==> config.mk <==
export PLATFORM = sky130hd
export DESIGN_NAME = dm_cache_ctrl
export DESIGN_NICKNAME = d
export VERILOG_FILES = /design/src/rtl/dm_cache_ctrl.sv
export SDC_FILE = /design/constraint.sdc
export NUM_CORES = 1
export LEC_CHECK = 0
export BUFFER_PORTS_ARGS = -buffer_cell sky130_fd_sc_hd__buf_2
export CAP_MARGIN = 20
export CORE_UTILIZATION = 35
export DETAILED_ROUTE_END_ITERATION = 10
export SLEW_MARGIN = 20
export SYNTH_ARGS = -nofsm -noshare
export SYNTH_HDL_FRONTEND = slang
export SYNTH_SLANG_ARGS = --single-unit
==> constraint.sdc <==
create_clock -name clk -period 5.6 [get_ports clk]
set_clock_uncertainty 0.2 [all_clocks]
set_input_delay 1.68 -clock clk [delete_from_list [all_inputs] [get_ports clk]]
set_output_delay 1.68 -clock clk [all_outputs]
set_load 0.1 [all_outputs]
==> src/rtl/dm_cache_ctrl.sv <==
// Direct-mapped, write-through, read-allocate cache controller with a req/ack backing-memory port.
// Define CACHE_STATS_EN to build the read hit/miss counters; otherwise hit_cnt/miss_cnt read as 0.
//
//   state | meaning
//   ------+------------------------------------------------------------
//   IDLE  | waiting for a request
//   FILL  | read miss, fetching the word from backing memory
//   WRITE | write-through in progress on backing memory
//   RESP  | one-cycle response; a new request may be accepted here
module dm_cache_ctrl #(
    parameter int ADDR_W = 32,
    parameter int DATA_W = 32,
    parameter int LINES  = 4,
    parameter int IDX_W  = $clog2(LINES)
) (
    input  logic              clk,
    input  logic              rst_n,
    input  logic              req,
    input  logic              wr,
    input  logic [ADDR_W-1:0] addr,
    input  logic [DATA_W-1:0] data,
    output logic              busy,
    output logic              resp_valid,
    output logic [DATA_W-1:0] q,
    output logic              mem_req,
    output logic              mem_we,
    output logic [ADDR_W-1:0] mem_addr,
    output logic [DATA_W-1:0] mem_wdata,
    input  logic              mem_ack,
    input  logic [DATA_W-1:0] mem_rdata,
    output logic [31:0]       hit_cnt,
    output logic [31:0]       miss_cnt
);

    localparam int TAG_W = ADDR_W - IDX_W;

    typedef enum logic [1:0] {
        IDLE  = 2'd0,
        FILL  = 2'd1,
        WRITE = 2'd2,
        RESP  = 2'd3
    } state_t;

    state_t state;

    logic [LINES-1:0]  valid;
    logic [TAG_W-1:0]  tag_mem  [LINES];
    logic [DATA_W-1:0] data_mem [LINES];

    logic [IDX_W-1:0] req_idx;
    logic [TAG_W-1:0] req_tag;
    logic             req_hit;
    logic [IDX_W-1:0] cur_idx;
    logic [TAG_W-1:0] cur_tag;
    logic             cur_hit;
    logic             accept;

    assign req_idx = addr[IDX_W-1:0];
    assign req_tag = addr[ADDR_W-1:IDX_W];
    assign req_hit = valid[req_idx] && (tag_mem[req_idx] == req_tag);

    // mem_addr holds the in-flight request address, so it doubles as the latched index/tag.
    assign cur_idx = mem_addr[IDX_W-1:0];
    assign cur_tag = mem_addr[ADDR_W-1:IDX_W];
    assign cur_hit = valid[cur_idx] && (tag_mem[cur_idx] == cur_tag);

    assign accept = req && ((state == IDLE) || (state == RESP));

    always_ff @(posedge clk or negedge rst_n) begin
        if (!rst_n) begin
            state      <= IDLE;
            valid      <= '0;
            busy       <= 1'b0;
            resp_valid <= 1'b0;
            q          <= '0;
            mem_req    <= 1'b0;
            mem_we     <= 1'b0;
            mem_addr   <= '0;
            mem_wdata  <= '0;
        end else begin
            resp_valid <= 1'b0;
            case (state)
                IDLE, RESP: begin
                    state <= IDLE;
                    if (req) begin
                        if (wr) begin
                            state     <= WRITE;
                            busy      <= 1'b1;
                            mem_req   <= 1'b1;
                            mem_we    <= 1'b1;
                            mem_addr  <= addr;
                            mem_wdata <= data;
                        end else if (req_hit) begin
                            state      <= RESP;
                            resp_valid <= 1'b1;
                            q          <= data_mem[req_idx];
                        end else begin
                            state    <= FILL;
                            busy     <= 1'b1;
                            mem_req  <= 1'b1;
                            mem_we   <= 1'b0;
                            mem_addr <= addr;
                        end
                    end
                end
                FILL: begin
                    if (mem_ack) begin
                        valid[cur_idx] <= 1'b1;
                        q              <= mem_rdata;
                        mem_req        <= 1'b0;
                        busy           <= 1'b0;
                        resp_valid     <= 1'b1;
                        state          <= RESP;
                    end
                end
                WRITE: begin
                    if (mem_ack) begin
                        mem_req    <= 1'b0;
                        mem_we     <= 1'b0;
                        busy       <= 1'b0;
                        resp_valid <= 1'b1;
                        state      <= RESP;
                    end
                end
                default: state <= IDLE;
            endcase
        end
    end

    // Tag/data arrays carry no reset; validity alone gates their use.
    always_ff @(posedge clk) begin
        if ((state == FILL) && mem_ack) begin
            tag_mem[cur_idx]  <= cur_tag;
            data_mem[cur_idx] <= mem_rdata;
        end else if ((state == WRITE) && mem_ack && cur_hit) begin
            data_mem[cur_idx] <= mem_wdata;
        end
    end

`ifdef CACHE_STATS_EN
    always_ff @(posedge clk or negedge rst_n) begin
        if (!rst_n) begin
            hit_cnt  <= '0;
            miss_cnt <= '0;
        end else if (accept && !wr) begin
            if (req_hit) begin
                hit_cnt <= hit_cnt + 32'd1;
            end else begin
                miss_cnt <= miss_cnt + 32'd1;
            end
        end
    end
`else
    logic unused_accept;
    assign unused_accept = accept;
    assign hit_cnt       = '0;
    assign miss_cnt      = '0;
`endif

endmodule

# --- Yosys cells after proc, flatten, opt, wreduce, memory -nomap -nowiden ---
# Memories as Yosys holds them, arrays and structs flattened.
# Index checks and enable logic that the tools add are counted.
word_totals:
  in_bits: 101
  n_memories: 2
  regBits: 105
  ram_bits: 248
  output_inout_bits: 164
op_classes:
  n_eq_ne: 13
  n_lt_le_gt_ge: 3
  bitwise: 2
  reduce_logical: 17
  mux: 38
mem_list:
  columns: ["memory", "depth", "width", "read_ports", "rd_clocked_by_memory_dff", "write_ports", "line", "rtl"]
  rows:
  - ["data_mem", 4, 32, 1, 0, 1, "48", "logic [DATA_W-1:0] data_mem [LINES];"]
  - ["tag_mem", 4, 30, 2, 0, 1, "47", "logic [TAG_W-1:0] tag_mem [LINES];"]
ops:
  columns: ["op", "n"]
  rows:
  - ["2-to-1 mux 32 bit", 7]
  - ["case mux 32 bit (2 select lines)", 1]
  - ["== test 30 bit", 2]
  - ["2-to-1 mux 1 bit", 19]
  - ["inequality test 2 bit, second input constant", 6]
  - ["AND reduction 3 bit", 3]
  - ["2-to-1 mux 2 bit", 4]
  - ["logical AND 1 bit", 6]
  - ["less-than comparator 2 x 3 -> 1 bit, second input constant", 2]
  - ["case mux 1 bit (2 select lines)", 3]
  - ["AND reduction 5 bit", 1]
  - ["binary-select mux 1 bit (select 2 bit)", 2]
  - ["== test 2 bit, second input constant", 2]
  - ["bitwise OR 4 bit", 1]
  - ["case mux 2 bit (2 select lines)", 1]
  - ["AND reduction 4 bit", 1]
  - ["nonzero test 2 bit", 2]
  - ["OR reduction 2 bit", 2]
  - ["inequality test 3 bit, second input constant", 1]
  - ["demux 1 bit (select 2 bit)", 1]
  - ["== test 2 x 1 -> 1 bit, second input constant", 1]
  - ["greater-or-equal comparator 2 x 1 -> 1 bit, second input constant", 1]
  - ["zero test 2 bit", 1]
  - ["inequality test 2 x 1 -> 1 bit, second input constant", 1]
  - ["other kinds (2)", 2]

# --- Logic depth before layout (Yosys ltp) ---
depth:
  ltp_word: 8
  ltp_mapped: 12
  depth_no_buf: 9

# --- Least setup slack after synthesis ---
# No wires, ideal clock.
synth_path:
  kind: "flip-flop to flip-flop"
  from: "reg mem_addr[0]"
  to: "mem data_mem[0][0], enable pin"
  stages_incl_launch_ff: 9
  synth_period_minus_slack_ps: 5775
  n_path_buf: 1
  t_required_ps: 4939
  slack_ps: -175
  t_arrival_ps: 5114
  path_cell_list: "dfrtp_1 -> buf_2 -> mux2_2 -> nor2b_1 -> or4_1 -> a2bb2o_1 -> nor4_2 -> a21boi_0 -> nor3_1"
synth_via:
  elab_chain_cells: 8
  word_cells_on_any_way: 10
  cone_classes: "1 x eq/ne; 5 x mux; 1 x bitwise; 2 x reduce/logical; 1 x memory"
synth_lines:
  columns: ["element", "line", "rtl"]
  rows:
  - ["from (decl)", "27", "output logic [ADDR_W-1:0] mem_addr,"]
  - ["from (signal assigned)", "91", "mem_addr <= addr;"]
  - ["from (signal assigned)", "102", "mem_addr <= addr;"]
  - ["memory read (4 x 30 bit) or binary-select mux 1 bit (select 2 bit) (tied branches)", null, null]
  - ["== test 30 bit or 2-to-1 mux 1 bit (tied branches)", "65", "assign cur_hit = valid[cur_idx] && (tag_mem[cur_idx] == cur_tag);"]
  - ["logical AND 1 bit", "65", null]
  - ["logical AND 1 bit", "135", "end else if ((state == WRITE) && mem_ack && cur_hit) begin"]
  - ["2-to-1 mux 1 bit", "135", null]
  - ["2-to-1 mux 1 bit", "132", "if ((state == FILL) && mem_ack) begin"]
  - ["2-to-1 mux 1 bit (implied by the code)", "136", "data_mem[cur_idx] <= mem_wdata;"]
  - ["bitwise OR 1 bit (no source line)", null, null]
  - ["to (decl)", "48", null]
# Parallel ways exist; a longest one is shown, timed or not. The select of a mux whose other input is x is not followed.

# --- Worst setup path in the final report ---
layout_path:
  from: "in addr[0]"
  to: "reg q[10]"
layout_via:
  elab_chain_cells: 5
  word_cells_on_any_way: 12
  cone_classes: "2 x eq/ne; 6 x mux; 2 x reduce/logical; 2 x memory"
layout_lines:
  columns: ["element", "line", "rtl"]
  rows:
  - ["from (decl)", "20", "input logic [ADDR_W-1:0] addr,"]
  - ["memory read (4 x 30 bit), or another cell as far along", null, null]
  - ["== test 30 bit, or another cell as far along", "60", "assign req_hit = valid[req_idx] && (tag_mem[req_idx] == req_tag);"]
  - ["logical AND 1 bit or 2-to-1 mux 32 bit (tied branches)", "60, 86", null]
  - ["inequality test 2 bit (no source line) or 2-to-1 mux 32 bit (tied branches)", null, null]
  - ["AND reduction 5 bit (no source line) or case mux 32 bit (2 select lines) (tied branches)", null, null]
  - ["to (signal assigned)", "96", "q <= data_mem[req_idx];"]
  - ["to (signal assigned)", "109", "q <= mem_rdata;"]
  - ["to (decl)", "24", "output logic [DATA_W-1:0] q,"]
# Parallel ways exist; a longest one is shown, timed or not. The select of a mux whose other input is x is not followed.
# A chain may end at the register's enable or synchronous reset.

==> results.json <==
{
  "setup_viol": 0,
  "rrSetupSlack_ps": 1250,
  "wl_um": 39560,
  "ys_types": 67,
  "root_buffer": "clkbuf_16",
  "drc": 0,
  "path_class": "primary input to register",
  "maxSlewViolCount": 0,
  "grt_max_degree": 60,
  "layout_common_cells": "248 x edfxtp_1, 197 x buf_2, 105 x mux2_2",
  "cp_max_fo": 32,
  "drive_above_1_share": 0.4021,
  "insertion_delay_ps": 560,
  "first_pass_iters": 5,
  "clk_pin_slew_ps": 60,
  "grt_pass1_vias": 9355,
  "die_w_um": 219.1,
  "num_rows": 79,
  "die_h_um": 219.1,
  "required_ps": 5830,
  "use_met1": 0.2184,
  "layout_setup_ws_ps": 810.7,
  "ant_nets": 0,
  "drt_iter0_markers": 479,
  "antennaDiodeCount": 0,
  "place_hpwl_um": 25940,
  "wl_per_cell_um": 21.29,
  "clock-sinks": 353,
  "max_freq_mhz": 208.8,
  "grt_use_met2": 0.2723,
  "num_vias": 9350,
  "syn-cell-area_mm2": 0.01650,
  "rsz0062_at_grt": "false",
  "cp.arrival_ps": 5020,
  "synthArstFlopShare": 0.2975,
  "cts_made_buffers": 41,
  "finalHoldViolCount": 0,
  "gp_congestion": 0.8218,
  "cts_tree": "built",
  "initial_core_util": 0.3545,
  "io_pins": 265,
  "htree_levels": 2,
  "synth-seq-cells": 353,
  "cts.path.max_buffers": 3,
  "yosysWarningCount": 0,
  "fin_nets": 1322,
  "hp-class": "register to register",
  "gr-usage-all-layers": 0.1652,
  "area_growth_pct": 17.79,
  "yosys.area.top_type": "edfxtp_1",
  "netlist_top_cells_area": "edfxtp_1 45%, dfrtp_1 16%, mux4_2 8.7%, mux2_2 7.2%, mux2i_1 3.9%",
  "cts_resized": 0,
  "layout_commonest_cell": "edfxtp_1",
  "fin_setup_tns_ps": 0,
  "worstMarginPinSlew_ps": 991.5,
  "synth_top_cell_area_share": 0.4513,
  "core_mm2": 0.04656,
  "use_met3": 0.02980,
  "maxCapViolCount": 0,
  "synth_edf_count": 248,
  "vias_per_cell": 5.032,
  "status": "finished, final reports clean",
  "period_share": 0.8552,
  "ys_seq_area_frac": 0.6105,
  "cts_hold_buf": 0,
  "antenna_found_initial": 1,
  "pre_cts_slack_ps": 286.2,
  "relSlewSlack": 0.3367,
  "port_buffers": 200,
  "post_cts_buffers": 0,
  "critPathLaunchType": "primary input",
  "syn_inst": 1000,
  "synth.avg_cell_area_um2": 16.50,
  "overflow": 0,
  "ys.flop_type": "edfxtp_1",
  "finalCriticalPeriod_ps": 4789,
  "grt.busiest_layer": "met2",
  "grt_pass1_wl_um": 58820,
  "die_area_mm2": 0.04802,
  "worstSetupEndpointType": "register"
}
-- path summary, 6_finish.rpt --
path / startpoint / end / cells past startpoint
worst max register to register: mem_addr[0]$_DFFE_PN0P_ / data_mem[0][6]$_DFFE_PP_ / 9
worst min register to register: q[5]$_DFFE_PN0P_ / q[5]$_DFFE_PN0P_ / 1
worst min-delay path: q[5]$_DFFE_PN0P_ / q[5]$_DFFE_PN0P_ / 1
min in group asynchronous: rst_n / q[9]$_DFFE_PN0P_ / 1
worst max-delay path: addr[0] / q[10]$_DFFE_PN0P_ / 9
max in group asynchronous: rst_n / mem_addr[12]$_DFFE_PN0P_ / 2
-- cell type report --
cell class / instances / area [um2]
Clock buffer: 56 / 1154
Clock inverter: 19 / 212.7
Fill cell: 4242 / 27120
Inverter: 9 / 33.78
Multi-Input combinational cell: 588 / 5934
Sequential cell: 353 / 10080
Tap cell: 607 / 759.5
Timing Repair Buffer: 226 / 1266
-- layer usage --
metal  part of all wire  vias to the layer above
li1                   -                     4210
met1               0.44                     4818
met2               0.49                      253
met3              0.040                       67
met4              0.027                        2
met5            0.00033                        -
-- worst max-delay path, stage by stage --
cell and delay (ps):
buf_4 400, mux4_2 560, and2_1 190, a2111oi_0 610
nand4b_1 180, nor4_1 500, a31oi_4 130, buf_4 330
mux2_1 390
-- metrics by stage --
stage / instance area, um2 / hold slack (ps) / std cells / utilization
after floorplan: 16740 / 252.5 / 1063 / -
after global placement: 18070 / 271.5 / 1783 / 0.3882
after detailed placement: 18070 / 275.4 / 1783 / 0.3882
after CTS: 19440 / 288.5 / 1858 / 0.4175
after global routing: 19440 / 304.4 / 1858 / 0.4175
final: 19440 / 283.3 / 1858 / 0.4175
-- sequential cells by signal (all words and copies together), names as in the netlist --
register    flops
data_mem      128
tag_mem       120
mem_addr       32
mem_wdata      32
q              32
valid           4
state           2
mem_req         1
mem_we          1
resp_valid      1
-- cells by family after synthesis --
| family | share of synthesized area |
|---|---|
| compound gates | 0.03215 |
| flops | 0.6105 |
| other cells | 0.0002272 |
| simple gates | 0.03677 |
| mux | 0.2432 |
| fa+ha+maj | 0.001516 |
| buf+inv | 0.04860 |
| xor+xnor | 0.02707 |
-- synth_stat cells, types with 6 or more instances --
cell type / number
o22ai_1: 6
a21oi_1: 10
xnor2_1: 37
mux2_4: 20
nand2_1: 22
o2bb2ai_1: 6
clkbuf_1: 15
mux2_2: 105
nor3_1: 7
nor2_1: 18
xor2_1: 14
buf_6: 8
nor2b_1: 13
buf_4: 70
mux4_2: 64
inv_1: 9
buf_2: 17
mux2_1: 39
nand2b_1: 9
nor4_1: 7
dfrtp_1: 105
mux2i_1: 65
o21ai_0: 11
edfxtp_1: 248
Power is not shown: default switching activity piles up to over one toggle a cycle in this logic, so the estimate is an artifact.
